===== src/rtl/morse_symbol_classifier.sv =====
// Morse key front end: synchronises and debounces the key, times marks and spaces
// against an (optionally adaptive) unit length and strobes dit/dah/gap/error symbols.
module morse_symbol_classifier #(
  parameter int CNT_WIDTH    = 27,
  parameter int UNIT_DEFAULT = 12500000,
  parameter int SYNC_STAGES  = 2,
  parameter int DEB_TICKS    = 1000
) (
  input  logic                 clk,
  input  logic                 rst_n,
  input  logic                 signal,
  input  logic                 adapt,
  output logic [2:0]           symbol,
  output logic                 sym_valid,
  output logic [CNT_WIDTH-1:0] unit
);

  localparam int TW = CNT_WIDTH + 3;
  localparam int DW = (DEB_TICKS > 1) ? $clog2(DEB_TICKS) : 1;
  localparam logic [CNT_WIDTH-1:0] CNT_MAX  = '1;
  localparam logic [CNT_WIDTH-1:0] UNIT_RST = CNT_WIDTH'(UNIT_DEFAULT);
  localparam logic [DW-1:0]        DEB_LAST = DW'(DEB_TICKS - 1);

  localparam logic [2:0] SYM_NONE = 3'd0;
  localparam logic [2:0] SYM_DIT  = 3'd1;
  localparam logic [2:0] SYM_DAH  = 3'd2;
  localparam logic [2:0] SYM_LG   = 3'd3;
  localparam logic [2:0] SYM_WG   = 3'd4;
  localparam logic [2:0] SYM_ERR  = 3'd5;

  typedef enum logic [1:0] {IDLE, MARK, SPACE, SPACE_LG} state_t;

  // Average the current unit with a dit length; never let the unit collapse to zero.
  function automatic logic [CNT_WIDTH-1:0] adapt_unit(input logic [CNT_WIDTH-1:0] u,
                                                      input logic [CNT_WIDTH-1:0] l);
    logic [CNT_WIDTH:0] sum;
    logic [CNT_WIDTH:0] half;
    sum  = {1'b0, u} + {1'b0, l};
    half = sum >> 1;
    if (half == '0) adapt_unit = CNT_WIDTH'(1);
    else            adapt_unit = half[CNT_WIDTH-1:0];
  endfunction

  function automatic logic [CNT_WIDTH-1:0] sat_inc(input logic [CNT_WIDTH-1:0] c);
    sat_inc = (c == CNT_MAX) ? c : c + CNT_WIDTH'(1);
  endfunction

  // Stage p0: input synchroniser
  logic [SYNC_STAGES-1:0] sync_p0;
  logic                   raw_p0;

  always_ff @(posedge clk or negedge rst_n) begin
    if (!rst_n) sync_p0 <= '0;
    else        sync_p0 <= {sync_p0[SYNC_STAGES-2:0], signal};
  end

  assign raw_p0 = sync_p0[SYNC_STAGES-1];

  // Stage p1: debounced level
  logic          lvl_p1;
  logic [DW-1:0] deb_cnt_p1;
  logic          flip_p1;

  assign flip_p1 = (raw_p0 != lvl_p1) && (deb_cnt_p1 == DEB_LAST);

  always_ff @(posedge clk or negedge rst_n) begin
    if (!rst_n) begin
      lvl_p1     <= 1'b0;
      deb_cnt_p1 <= '0;
    end else if (raw_p0 == lvl_p1) begin
      deb_cnt_p1 <= '0;
    end else if (flip_p1) begin
      lvl_p1     <= raw_p0;
      deb_cnt_p1 <= '0;
    end else begin
      deb_cnt_p1 <= deb_cnt_p1 + DW'(1);
    end
  end

  // Stage p2: duration counter; len_p2 keeps the length of the level just ended
  logic [CNT_WIDTH-1:0] cnt_p2;
  logic [CNT_WIDTH-1:0] len_p2;

  always_ff @(posedge clk or negedge rst_n) begin
    if (!rst_n) begin
      cnt_p2 <= '0;
      len_p2 <= '0;
    end else if (flip_p1) begin
      cnt_p2 <= CNT_WIDTH'(1);
      len_p2 <= cnt_p2;
    end else begin
      cnt_p2 <= sat_inc(cnt_p2);
    end
  end

  logic [TW-1:0] unit_w, cnt_w, len_w, t2, t3, t6, t7;

  assign unit_w = TW'(unit);
  assign cnt_w  = TW'(cnt_p2);
  assign len_w  = TW'(len_p2);
  assign t2     = unit_w << 1;
  assign t3     = t2 + unit_w;
  assign t6     = t3 << 1;
  assign t7     = t6 + unit_w;

  state_t               state, state_n;
  logic [2:0]           sym_n;
  logic                 vld_n;
  logic [CNT_WIDTH-1:0] unit_n;

  always_ff @(posedge clk or negedge rst_n) begin
    if (!rst_n) begin
      state     <= IDLE;
      symbol    <= SYM_NONE;
      sym_valid <= 1'b0;
      unit      <= UNIT_RST;
    end else begin
      state     <= state_n;
      symbol    <= sym_n;
      sym_valid <= vld_n;
      unit      <= unit_n;
    end
  end

  // A rising level always takes priority over a gap threshold in the same cycle.
  always_comb begin
    state_n = state;
    sym_n   = SYM_NONE;
    vld_n   = 1'b0;
    unit_n  = unit;
    case (state)
      IDLE: begin
        if (lvl_p1) state_n = MARK;
      end
      MARK: begin
        if (!lvl_p1) begin
          state_n = SPACE;
          vld_n   = 1'b1;
          if (len_p2 == CNT_MAX || len_w >= t6) begin
            sym_n = SYM_ERR;
          end else if (len_w >= t2) begin
            sym_n = SYM_DAH;
          end else begin
            sym_n = SYM_DIT;
            if (adapt) unit_n = adapt_unit(unit, len_p2);
          end
        end
      end
      SPACE: begin
        if (lvl_p1) begin
          state_n = MARK;
        end else if (cnt_w == t3) begin
          state_n = SPACE_LG;
          sym_n   = SYM_LG;
          vld_n   = 1'b1;
        end
      end
      SPACE_LG: begin
        if (lvl_p1) begin
          state_n = MARK;
        end else if (cnt_w == t7) begin
          state_n = IDLE;
          sym_n   = SYM_WG;
          vld_n   = 1'b1;
        end
      end
      default: state_n = IDLE;
    endcase
  end

endmodule


===== config.mk =====
export PLATFORM = sky130hd
export DESIGN_NAME = morse_symbol_classifier
export DESIGN_NICKNAME = d
export VERILOG_FILES = /design/src/rtl/morse_symbol_classifier.sv
export SDC_FILE = /design/constraint.sdc
export NUM_CORES = 1
export LEC_CHECK = 0
export BUFFER_PORTS_ARGS = -buffer_cell sky130_fd_sc_hd__buf_2
export CAP_MARGIN = 20
export CORE_MARGIN = 2
export CORE_UTILIZATION = 55
export CTS_CLUSTER_SIZE = 10
export DETAILED_ROUTE_END_ITERATION = 10
export PLACE_DENSITY_LB_ADDON = 0.2
export SKIP_LAST_GASP = 1
export SLEW_MARGIN = 20
export SYNTH_ARGS = -nofsm -noshare
export SYNTH_HDL_FRONTEND = slang
export SYNTH_SLANG_ARGS = --single-unit

===== constraint.sdc =====
create_clock -name clk -period 4.8 [get_ports clk]
set_input_delay 0 -clock clk [delete_from_list [all_inputs] [get_ports clk]]
set_output_delay 0 -clock clk [all_outputs]
set_load 0.01 [all_outputs]

==> summary.md, run 1 <==
| Metric | Value |
|---|---|
| Clk pin slew, worst setup/hold paths | `0.08 ns` |
| Clock sinks | `100` |
| Worst setup margin | `-0.0979 ns` |
| Syn. warnings | `0` |
| Aggregate global routing overflow | `0` |
| Starting density of the core | `56.0%` |
| GR Util met3 | `4.01%` |
| Dpl hpwl | `29700 µm` |
| Slew HR | `44.3%` |
| Failing checks | `setup timing` |
| Number of global-route vias before repair | `10800` |
| CTS tree | `yes` |
| Num rows | `52` |
| Top post-synthesis cells by area | `dfrtp_1, ha_1, xnor2_1, a21oi_1, xor2_1` |
| Hold_ws | `0.163 ns` |
| Clk_skew | `0.00785 ns` |
| Max-slew violation count | `0` |
| DRT antenna net count | `0` |
| Peak supply drop | `0.000157 V` |
| DRC Markers | `0` |
| Most frequent cells in the layout | `buf_4, ha_1, nor2_1` |
| Drt pass-1 iters | `5` |
| Power per Cell Area | `114 nW/µm²` |
| Worst-margin pin slew | `0.833 ns` |
| Static Leakage | `6.98 nW` |
| Final GP Congestion | `0.974` |
| Critical path class | `flip-flop to flip-flop` |
| Internal Pwr Total | `0.00122 W` |
| DP Area | `13000 µm²` |
| Crit path arrival time | `5.20 ns` |
| Commonest non-fill, non-tap cell in the layout | `buf_4` |
| RSZ-0062 raised after global routing | `true` |
| Ys async rst share | `100%` |
| Crit path max fanout | `10` |
| H-tree Lvls | `3` |
| Setup violators final | `2` |
| CP endpoint kind | `flip-flop` |
| Fraction of layout cells with a size suffix above 1 | `29.5%` |
| Hold Fails Final Rpt | `0` |
| TNS Setup | `-0.150 ns` |
| Latest clock arrival within the worst-skew pair | `0.37 ns` |
| Layout Nets | `1673` |
| Max clock buf depth | `2` |
| Port bufs | `34` |
| Total die area | `21800 µm²` |
| Vias | `11300` |
| Cell count after synthesis | `1324` |
| Syn Std Cell Area | `11300 µm²` |
| # IOs | `35` |
| GRT Total Usage | `34.3%` |
| Iteration-0 DRC Markers | `876` |
| Outcome | `complete, but fails checks` |
| TritonCTS buffer count | `9` |
| GR Util met2 | `56.6%` |
| Layout Cells excl Fill | `1809` |
| Crit path launch type | `flip-flop` |
| Min Tclk post-route | `4.90 ns` |
| Clk pwr share | `46.2%` |
| Switching share of power | `25.1%` |
| Routed WL per cell | `21.1 µm` |
| Sequential fraction of the synthesis area | `22.2%` |
| Placed cells | `1758` |
| Die Span Y | `148 µm` |
| Max cap viols | `0` |
| Syn Area/Cell | `8.55 µm²` |
| GR met1 Demand/Resource | `45.9%` |
| Req. time, crit path | `5.10 ns` |
| Initial antenna violation count | `0` |
| Setup WS pre-CTS | `-0.338 ns` |
| Core Area | `20200 µm²` |
| Busiest layer in global routing | `met2` |
| Design Area, Final | `14300 µm²` |
| Die W | `148 µm` |
| Net Sw Power | `0.000408 W` |
| Maximum clock rate | `204 MHz` |
| Final Cycle Share | `102%` |
| Root Buffer | `clkbuf_16` |
| Syn nets | `1463` |
| Worst hold path class | `primary input to asynchronous set/reset pin` |
| Primary FF master, synth | `dfrtp_1` |
| Final WL | `38200 µm` |
| Logic pwr share | `1.6%` |
| Yosys cell types | `95` |
| Seq pwr share | `52.1%` |
| Layout overhead on the synthesized area | `26.2%` |
| First-pass GRT wire length | `58400 µm` |
| Largest net degree at the start of global routing | `59` |
| Post-synth EDFFs | `0` |
| # diodes | `0` |
| Top cell type's share of synthesized area | `19.4%` |
| Yosys top cell by area | `dfrtp_1` |
| Vias/cell | `6.24` |
| Yosys reg bits | `100` |
critical path, cell delays in order, from the launching register on:
cell       delay (ns)
dfrtp_2          0.40
ha_4             0.14
inv_2            0.04
fa_2             0.36
nand2b_4         0.16
a21bo_4          0.25
a2111oi_4        0.45
o31a_2           0.26
a21oi_2          0.06
ha_1             0.33
buf_6            0.16
and3_4           0.22
nand3_2          0.09
a311o_1          0.34
nor4_2           0.33
o2111ai_2        0.20
nor4bb_4         0.33
o2111ai_2        0.18
or3b_4           0.40
a21oi_2          0.12
worst paths after layout:
path	from	to	slack (ns)	depth (start not counted)
worst max-delay path	unit[1]$_DFFE_PN0P_	symbol[2]$_DFF_PN0_	-0.1	19
worst min-delay path	rst_n	unit[3]$_DFFE_PN0P_	0.16	2
worst max register to register	unit[1]$_DFFE_PN0P_	symbol[2]$_DFF_PN0_	-0.1	19
worst min register to register	sync_p0[0]$_DFF_PN0_	sync_p0[1]$_DFF_PN0_	0.36	0
max in group asynchronous	rst_n	symbol[0]$_DFF_PN0_	3.42	3
min in group clk	signal	sync_p0[0]$_DFF_PN0_	0.27	2
routing by layer:
| layer | wire (µm) | up-vias |
|---|---|---|
| li1 | - | 5321 |
| met4 | 1530 | 0 |
| met2 | 18000 | 403 |
| met3 | 2090 | 93 |
| met5 | 0 | - |
| met1 | 16700 | 5480 |
cell families (layout without fill, tap and decap cells):
group | count (synthesis) | count (layout) | share of synthesized area, %
adders and majority gates | 135 | 135 | 15.1
AOI/OAI and AO/OA | 364 | 364 | 22.4
and+or+nand+nor | 413 | 413 | 18.9
buffers and inverters | 128 | 343 | 4.55
DFF | 100 | 100 | 22.2
muxes | 60 | 60 | 6.27
xor gates and xnor gates | 124 | 124 | 10.5
area by class of cell:
cell class / instances / area (µm²)
clock inverters: 7 / 67.6
fillers: 1629 / 5940
repair buffers: 253 / 1950
multi-input cells: 1096 / 8920
inverters: 74 / 278
well taps: 270 / 338
flip-flops and latches: 100 / 2520
clock buffers: 9 / 225
metrics by stage:
| step | total power, W | util, % |
|---|---|---|
| final | 0.00163 | 70.7 |
| after global routing | 0.00167 | 70.7 |
| after CTS | 0.00164 | 68.0 |
| after detailed placement | 0.000890 | 64.5 |
| after global placement | 0.000889 | 64.4 |
| after floorplan | 0.000868 | - |
power by group through the flow:
stage / clock, W / sequential [W] / combinational (W)
4_1_cts: 0.000763 / 0.000847 / 0.0000278
2_1_floorplan: 0 / 0.000863 / 0.00000505
5_1_grt: 0.000788 / 0.000847 / 0.0000319
6_report: 0.000751 / 0.000847 / 0.0000267
3_3_place_gp: 0 / 0.000863 / 0.0000258
3_5_place_dp: 0 / 0.000863 / 0.0000264
state kept, by name (all words and copies together) (netlist names):
register    flops
state           2
unit           27
deb_cnt_p1     10
sym_valid       1
symbol          3
cnt_p2         27
lvl_p1          1
sync_p0         2
len_p2         27
timing repair:
| action | CTS | global route |
|---|---|---|
| endpoints found under the setup margin | 26 | 32 |
| hold endpoints to repair | 43 | 0 |
| gates resized for setup | 59 | 74 |
| gates cloned | 0 | 3 |
| setup buffers | 15 | 16 |
| pin swaps | 45 | 41 |
| hold buffers | 2 | 0 |
synthesized netlist by cell type (5+ instances only):
cell type	count
or2_2	5
xnor2_1	70
nor2b_1	12
a21o_1	42
nand2_1	85
nor3_1	37
xnor3_1	6
dfrtp_1	88
o211ai_1	13
a211oi_1	8
o21ai_0	65
nor4_1	15
a21boi_0	8
mux2_4	13
nand4_1	28
o21a_1	23
a2111oi_0	6
o21bai_1	8
xor2_1	46
inv_1	74
and3_1	13
a31oi_1	22
ha_1	132
a211o_1	8
and2_1	9
clkbuf_1	35
and4_1	9
or3_1	13
nand3_1	40
mux2i_1	11
mux2_2	34
o2111ai_1	8
o31ai_1	9
nand2b_1	18
nor2_1	100
buf_2	13
dfstp_2	12
a21oi_1	86
No activity file was read; power rests on OpenSTA's default activity.
==> inputs of run 2 (changes only) <==
--- a/config.mk
+++ b/config.mk
@@ -18,2 +18,3 @@
 export SYNTH_HDL_FRONTEND = slang
 export SYNTH_SLANG_ARGS = --single-unit
+export TNS_END_PERCENT = 5
==> constraint.sdc (replaced) <==
create_clock -name clk -period 4.8 [get_ports clk]
set_input_delay 0.72 -clock clk [delete_from_list [all_inputs] [get_ports clk]]
set_output_delay 0.72 -clock clk [all_outputs]
set_load 0.01 [all_outputs]
==> run 2 against run 1 <==
  * The run still ends with setup timing left
  * Combinational power decreased by 4%
  * Maximum frequency shrank 1.2%
  * Hold slack gained 0.19 ns
  * Count of clock-buffer cells in the layout did not move
  * Wire length down 3.2%
  * Non-clock buffer count down 17
  * Sequential power barely moved
  * Critical path type unchanged
  * Critical endpoint unchanged
  * Largest cell class unchanged
  * Largest power group unchanged
==> summary.md, run 2 (same netlist as run 1, synthesis figures left out) <==
| Metric | Value |
|---|---|
| # IOs | `35 (unchanged)` |
| Commonest non-fill, non-tap cell in the layout | `buf_4 (unchanged)` |
| Starting density of the core | `56.0% (unchanged)` |
| DRT antenna net count | `0 (unchanged)` |
| Dpl hpwl | `29500 µm (was 29700 µm)` |
| Core Util, Final | `68.5% (was 70.7%)` |
| Max-slew violation count | `0 (unchanged)` |
| Fillers | `1701 (was 1629)` |
| Worst reg2reg path startpoint | `unit[3]$_DFFE_PN0P_ (was unit[1]$_DFFE_PN0P_)` |
| Reg2reg setup slack | `-0.16 ns (was -0.1 ns)` |
| Static Leakage | `6.75 nW (was 6.98 nW)` |
| Final GP Congestion | `0.978 (was 0.974)` |
| TNS Setup | `-0.756 ns (was -0.150 ns)` |
| Clk_skew | `0.0122 ns (was 0.00785 ns)` |
| Setup violators final | `18 (was 2)` |
| Initial antenna violation count | `2 (was 0)` |
| Iteration-0 DRC Markers | `815 (was 876)` |
| R2r worst-path depth | `20 (was 19)` |
| Min-delay src | `sync_p0[0]$_DFF_PN0_` |
| Hold Fails Final Rpt | `0 (unchanged)` |
| Crit path launch type | `flip-flop (unchanged)` |
| Layout Cells excl Fill | `1793 (was 1809)` |
| Critical path class | `flip-flop to flip-flop (unchanged)` |
| Outcome | `complete, but fails checks (unchanged)` |
| Most frequent cells in the layout | `buf_4, ha_1, nor2_1 (unchanged)` |
| Slew HR | `40.7% (was 44.3%)` |
| Final WL | `37000 µm (was 38200 µm)` |
| Vias/cell | `6.22 (was 6.24)` |
| Clock sinks | `100 (unchanged)` |
| Max clock buf depth | `2 (unchanged)` |
| Min Tclk post-route | `4.96 ns (was 4.90 ns)` |
| Drt pass-1 iters | `5 (unchanged)` |
| Core Area | `20200 µm² (unchanged)` |
| Aggregate global routing overflow | `0 (unchanged)` |
| Max incr delay on CP | `0.48 ns (was 0.45 ns)` |
| GRT Total Usage | `34.2% (was 34.3%)` |
| Max cap viols | `0 (unchanged)` |
| Worst path cell trace | `ha_1 -> o21ai_1 -> buf_4 -> o21bai_1 -> nand2_1 -> a21oi_1 -> nor2_1 -> xnor2_1 -> ha_1 -> nand2_1 -> or2_2 -> a31oi_1 -> o31a_1 -> buf_4 -> o41ai_4 -> mux2i_1 -> a211oi_2 -> o2111ai_2 -> or3b_1 -> a21oi_2 (was ha_4 -> inv_2 -> fa_2 -> nand2b_4 -> a21bo_4 -> a2111oi_4 -> o31a_2 -> a21oi_2 -> ha_1 -> buf_6 -> and3_4 -> nand3_2 -> a311o_1 -> nor4_2 -> o2111ai_2 -> nor4bb_4 -> o2111ai_2 -> or3b_4 -> a21oi_2)` |
| Num rows | `52 (unchanged)` |
| CTS tree | `yes (unchanged)` |
| End of the worst hold path | `sync_p0[1]$_DFF_PN0_` |
| Crit path max fanout | `5 (was 10)` |
| Layout overhead on the synthesized area | `22.3% (was 26.2%)` |
| Maximum clock rate | `202 MHz (was 204 MHz)` |
| Critical Path Slowest Stage Cell | `dfrtp_1 (was a2111oi_4)` |
| H-tree Lvls | `3 (unchanged)` |
| Power per Cell Area | `117 nW/µm² (was 114 nW/µm²)` |
| Failing checks | `setup timing (unchanged)` |
| Register Area | `2520 µm² (unchanged)` |
| Clk pin slew, worst setup/hold paths | `0.08 ns (about the same)` |
| Worst setup margin | `-0.160 ns (was -0.0979 ns)` |
| Routed WL per cell | `20.7 µm (was 21.1 µm)` |
| CP endpoint kind | `flip-flop (unchanged)` |
| Area of the multi-input gates | `8680 µm² (was 8920 µm²)` |
| Crit path arrival time | `5.25 ns (was 5.20 ns)` |
| Root Buffer | `clkbuf_16 (unchanged)` |
| Worst Path Buf+Inv | `2 (unchanged)` |
| Hold Path Stages | `0` |
| Top flop regs | `cnt_p2 x27, len_p2 x27, unit x27 (unchanged)` |
| CP delay by family, top | `compound AO/OA/AOI/OAI gates (unchanged)` |
| Worst-margin pin slew | `0.889 ns (was 0.833 ns)` |
| Setup WS pre-CTS | `-0.248 ns (was -0.338 ns)` |
| RSZ-0062 raised after global routing | `true (unchanged)` |
| Worst hold path class | `flip-flop to flip-flop (was primary input to asynchronous set/reset pin)` |
| Latest clock arrival within the worst-skew pair | `0.36 ns (was 0.37 ns)` |
| Largest net degree at the start of global routing | `63 (was 59)` |
| Number of global-route vias before repair | `10700 (was 10800)` |
| Die Span Y | `148 µm (unchanged)` |
| Total die area | `21800 µm² (unchanged)` |
| Port bufs | `34 (unchanged)` |
| Req. time, crit path | `5.09 ns (was 5.10 ns)` |
| Die W | `148 µm (unchanged)` |
| Final Cycle Share | `103% (was 102%)` |
| DRC Markers | `0 (unchanged)` |
| TritonCTS buffer count | `9 (unchanged)` |
| Peak supply drop | `0.000137 V (was 0.000157 V)` |
| Fraction of layout cells with a size suffix above 1 | `26.6% (was 29.5%)` |
| Placed cells | `1758 (unchanged)` |
| Reg2reg end | `symbol[2]$_DFF_PN0_ (unchanged)` |
| Layout Nets | `1656 (was 1673)` |
| First-pass GRT wire length | `58200 µm (was 58400 µm)` |
| Vias | `11200 (was 11300)` |
==> run 2: worst max path at each step <==
stage / start / endpoint / slack [ns] / cells after the start
floorplan: unit[8]$_DFFE_PN0P_ / symbol[2]$_DFF_PN0_ / 0.01 / 20
global placement: unit[8]$_DFFE_PN0P_ / symbol[2]$_DFF_PN0_ / -0.25 / 19
detailed placement: unit[1]$_DFFE_PN0P_ / symbol[2]$_DFF_PN0_ / -0.25 / 20
CTS: unit[1]$_DFFE_PN0P_ / symbol[2]$_DFF_PN0_ / -0.07 / 19
global route: unit[3]$_DFFE_PN0P_ / state[1]$_DFFE_PN0P_ / -0.31 / 20
finish: unit[3]$_DFFE_PN0P_ / symbol[2]$_DFF_PN0_ / -0.16 / 20
==> run 2: power breakdown <==
group          internal (W)  switching (W)
Clock              0.000366       0.000377
Sequential         0.000845     0.00000199
Combinational    0.00000403      0.0000215
Total               0.00121       0.000400
==> run 2: layout make-up <==
cell class                 count  area share, %
inverter                      74           2.01
tap                          270           2.44
antenna                        1         0.0181
multi-input combinational   1096           62.7
sequential                   100           18.2
clock inverter                 7          0.488
clock buffer                   9           1.63
timing repair buffer         236           12.5
==> run 2: routing by layer <==
layer / global-route usage, % / wire [µm]
met1: 45.7 / 16100
met2: 56.3 / 17300
met3: 4.01 / 2030
met4: 14.6 / 1660
met5: 0 / 0
==> run 2: through the flow <==
stage | total power [W] | hold slack, ns | instance area [µm²]
2_1_floorplan | 0.000868 | 0.331 | 11400
3_3_place_gp | 0.000890 | 0.334 | 13000
3_5_place_dp | 0.000890 | 0.339 | 13000
4_1_cts | 0.00163 | 0.357 | 13600
5_1_grt | 0.00166 | 0.359 | 13800
6_report | 0.00161 | 0.355 | 13900
==> run 2: timing repair <==
item	in CTS	in global routing
hold buffers	0	0
gates resized for setup	36	36
buffers inserted	10	8
setup endpoints to repair	9	33
pin swaps	30	30
==> inputs of run 3 (changes only) <==
CORE_ASPECT_RATIO = 0.7   (was default)
CTS_BUF_LIST = sky130_fd_sc_hd__clkbuf_4 sky130_fd_sc_hd__clkbuf_8   (was default)
GPL_ROUTABILITY_DRIVEN = 0   (was default)
==> run 3 against run 2 <==
  * Worst setup slack lost 0.068 ns
  * Register-to-register slack got worse by 0.07 ns
  * Wire length rose by 2.3%
  * Largest cell class unchanged
  * Largest power group unchanged
  * The run still ends with setup timing left
  * Die area about the same
  * Cell count unchanged
  * Sequential cell count stayed put
  * Power decreased by 10%
==> summary.md, run 3 (same netlist as run 1, synthesis figures left out) <==
| Metric | Value |
|---|---|
| Hold Path Stages | `0 (unchanged)` |
| Layout Nets | `1657 (was 1656)` |
| DRC Markers | `0 (unchanged)` |
| Switching share of power | `27.3% (was 24.8%)` |
| Num rows | `43 (was 52)` |
| Worst-margin pin slew | `0.995 ns (was 0.889 ns)` |
| TritonCTS buffer count | `9 (unchanged)` |
| Req. time, crit path | `5.13 ns (was 5.09 ns)` |
| Number of global-route vias before repair | `10800 (was 10700)` |
| RSZ-0062 raised after global routing | `true (unchanged)` |
| Max clock buf depth | `2 (unchanged)` |
| DRT antenna net count | `0 (unchanged)` |
| Top flop regs | `cnt_p2 x27, len_p2 x27, unit x27 (unchanged)` |
| CP endpoint kind | `flip-flop (unchanged)` |
| Critical path class | `flip-flop to flip-flop (unchanged)` |
| Reg2reg end | `symbol[2]$_DFF_PN0_ (unchanged)` |
| Die Span Y | `124 µm (was 148 µm)` |
| Crit path max fanout | `8 (was 5)` |
| End of the worst hold path | `sync_p0[1]$_DFF_PN0_ (unchanged)` |
| Drt pass-1 iters | `5 (unchanged)` |
| Core Util, Final | `69.2% (was 68.5%)` |
| Layout overhead on the synthesized area | `22.2% (was 22.3%)` |
| Fillers | `1610 (was 1701)` |
| Slew HR | `33.1% (was 40.7%)` |
| Hold_ws | `0.370 ns (was 0.355 ns)` |
| CP delay by family, top | `simple AND/OR/NAND/NOR gates (was compound AO/OA/AOI/OAI gates)` |
| Most frequent cells in the layout | `buf_4, ha_1, nor2_1 (unchanged)` |
| Iteration-0 DRC Markers | `1558 (was 815)` |
| Placed cells | `1750 (was 1758)` |
| Largest net degree at the start of global routing | `72 (was 63)` |
| Commonest non-fill, non-tap cell in the layout | `buf_4 (unchanged)` |
| Worst path cell trace | `ha_2 -> o21ai_0 -> nor2_1 -> nor4b_4 -> buf_4 -> a21oi_4 -> xnor2_1 -> inv_1 -> ha_1 -> nand2_2 -> o31ai_2 -> nand3_1 -> buf_4 -> buf_4 -> a211oi_1 -> o21a_1 -> o21ai_1 -> nor4bb_4 -> nor3_1 -> or3b_4 -> a21oi_2 (was ha_1 -> o21ai_1 -> buf_4 -> o21bai_1 -> nand2_1 -> a21oi_1 -> nor2_1 -> xnor2_1 -> ha_1 -> nand2_1 -> or2_2 -> a31oi_1 -> o31a_1 -> buf_4 -> o41ai_4 -> mux2i_1 -> a211oi_2 -> o2111ai_2 -> or3b_1 -> a21oi_2)` |
| Worst setup margin | `-0.227 ns (was -0.160 ns)` |
| Worst reg2reg path startpoint | `unit[13]$_DFFE_PN1P_ (was unit[3]$_DFFE_PN0P_)` |
| Min-delay src | `sync_p0[0]$_DFF_PN0_ (unchanged)` |
| Fraction of layout cells with a size suffix above 1 | `27.8% (was 26.6%)` |
| Max cap viols | `0 (unchanged)` |
| CTS tree | `yes (unchanged)` |
| Failing checks | `setup timing (unchanged)` |
| Crit path arrival time | `5.36 ns (was 5.25 ns)` |
| Total die area | `21800 µm² (about the same)` |
| Critical Path Slowest Stage Cell | `dfstp_2 (was dfrtp_1)` |
| Peak supply drop | `0.0000996 V (was 0.000137 V)` |
| Hold Fails Final Rpt | `0 (unchanged)` |
| Hold-fix buffers, CTS | `0 (unchanged)` |
| Worst hold path class | `flip-flop to flip-flop (unchanged)` |
| # diodes | `0 (was 1)` |
| Register Area | `2530 µm² (was 2520 µm²)` |
| Min Tclk post-route | `5.03 ns (was 4.96 ns)` |
| Final Cycle Share | `105% (was 103%)` |
| Static Leakage | `6.78 nW (was 6.75 nW)` |
| R2r worst-path depth | `21 (was 20)` |
| Net Sw Power | `0.000397 W (was 0.000400 W)` |
| Crit path launch type | `flip-flop (unchanged)` |
| Initial antenna violation count | `0 (was 2)` |
| Die W | `176 µm (was 148 µm)` |
| Layout Cells excl Fill | `1793 (unchanged)` |
| Worst Path Buf+Inv | `4 (was 2)` |
| Starting density of the core | `56.6% (was 56.0%)` |
| Final WL | `37900 µm (was 37000 µm)` |
| # IOs | `35 (unchanged)` |
| Seq pwr share | `58.3% (was 52.5%)` |
| CP dominant cell by count | `buf_4` |
| Clk pwr share | `39.9% (was 46.0%)` |
| Power per Cell Area | `105 nW/µm² (was 117 nW/µm²)` |
| Vias/cell | `6.40 (was 6.22)` |
| Maximum clock rate | `199 MHz (was 202 MHz)` |
| H-tree Lvls | `3 (unchanged)` |
| Setup violators final | `13 (was 18)` |
| Dpl hpwl | `29300 µm (was 29500 µm)` |
| Reg2reg setup slack | `-0.23 ns (was -0.16 ns)` |
| Max incr delay on CP | `0.61 ns (was 0.48 ns)` |
| Clock sinks | `100 (unchanged)` |
| Routed WL per cell | `21.1 µm (was 20.7 µm)` |
| Root Buffer | `clkbuf_8 (was clkbuf_16)` |
| Logic pwr share | `1.7% (was 1.6%)` |
| GRT Total Usage | `34.3% (was 34.2%)` |
| Area of the multi-input gates | `8780 µm² (was 8680 µm²)` |
| Clk_skew | `0.0258 ns (was 0.0122 ns)` |
| Vias | `11500 (was 11200)` |
| Latest clock arrival within the worst-skew pair | `0.42 ns (was 0.36 ns)` |
| Aggregate global routing overflow | `0 (unchanged)` |
| Core Area | `20000 µm² (was 20200 µm²)` |
| Max-slew violation count | `0 (unchanged)` |
| Port bufs | `34 (unchanged)` |
| First-pass GRT wire length | `57800 µm (was 58200 µm)` |
| Outcome | `complete, but fails checks (unchanged)` |
| Internal Pwr Total | `0.00106 W (was 0.00121 W)` |
| Clk pin slew, worst setup/hold paths | `0.13 ns (was 0.08 ns)` |
-- run 3: metal layers --
| metal | global-route usage, % | part of all wire (%) |
|---|---|---|
| met4 | 8.63 | 2.1 |
| met1 | 50.3 | 45 |
| met5 | 0 | 0 |
| met2 | 50.2 | 41 |
| met3 | 8.42 | 11 |
-- run 3: stage by stage --
step / TNS, ns / power [W] / cell area, µm² / worst slack [ns]
floorplan: 0 / 0.000868 / 11400 / 0.0116
global placement: -1.01 / 0.000889 / 13000 / -0.151
CTS: -0.393 / 0.00146 / 13500 / -0.109
global route: -7.07 / 0.00149 / 13800 / -0.396
finish: -0.981 / 0.00145 / 13800 / -0.227
detailed placement: -2.66 / 0.000890 / 13000 / -0.334
-- run 3: layout make-up --
type                       count  share of cell area [%]
multi-input combinational   1096                    63.4
sequential                   100                    18.2
clock buffer                   9                   0.895
timing repair buffer         237                    12.4
clock inverter                 7                   0.560
tap                          270                    2.44
inverter                      74                    2.01
-- run 3: what timing repair did --
action,4_1_cts,5_1_grt
setup buffers,18,9
pin swaps,41,37
endpoints found under the hold margin,0,0
setup endpoints to repair,30,33
resized for setup,46,49
-- run 3: worst register-to-register path, stage by stage (launching register included) --
cell	delay [ns]
dfstp_2	0.61
ha_2	0.34
o21ai_0	0.21
nor2_1	0.13
nor4b_4	0.30
buf_4	0.19
a21oi_4	0.06
xnor2_1	0.23
inv_1	0.07
ha_1	0.41
nand2_2	0.09
o31ai_2	0.29
nand3_1	0.14
buf_4	0.16
buf_4	0.13
a211oi_1	0.27
o21a_1	0.20
o21ai_1	0.17
nor4bb_4	0.32
nor3_1	0.11
or3b_4	0.40
a21oi_2	0.11
-- run 3: worst max path at each step --
stage                                     end                  from  slack, ns  depth (start not counted)
after global placement    symbol[2]$_DFF_PN0_   unit[1]$_DFFE_PN0P_      -0.15                         22
after CTS                 symbol[2]$_DFF_PN0_   unit[8]$_DFFE_PN0P_      -0.11                         18
after detailed placement  symbol[2]$_DFF_PN0_   unit[7]$_DFFE_PN0P_      -0.33                         18
final                     symbol[2]$_DFF_PN0_  unit[13]$_DFFE_PN1P_      -0.23                         21
after global routing      symbol[2]$_DFF_PN0_   unit[7]$_DFFE_PN0P_      -0.40                         19
after floorplan           symbol[2]$_DFF_PN0_   unit[8]$_DFFE_PN0P_       0.01                         20
-- run 3: power groups by stage --
stage / Clock [W] / Combinational, W / Sequential [W]
final: 0.000580 / 0.0000252 / 0.000848
after global routing: 0.000612 / 0.0000297 / 0.000848
after CTS: 0.000584 / 0.0000265 / 0.000848
after detailed placement: 0 / 0.0000264 / 0.000864
after global placement: 0 / 0.0000259 / 0.000863
after floorplan: 0 / 0.00000505 / 0.000863
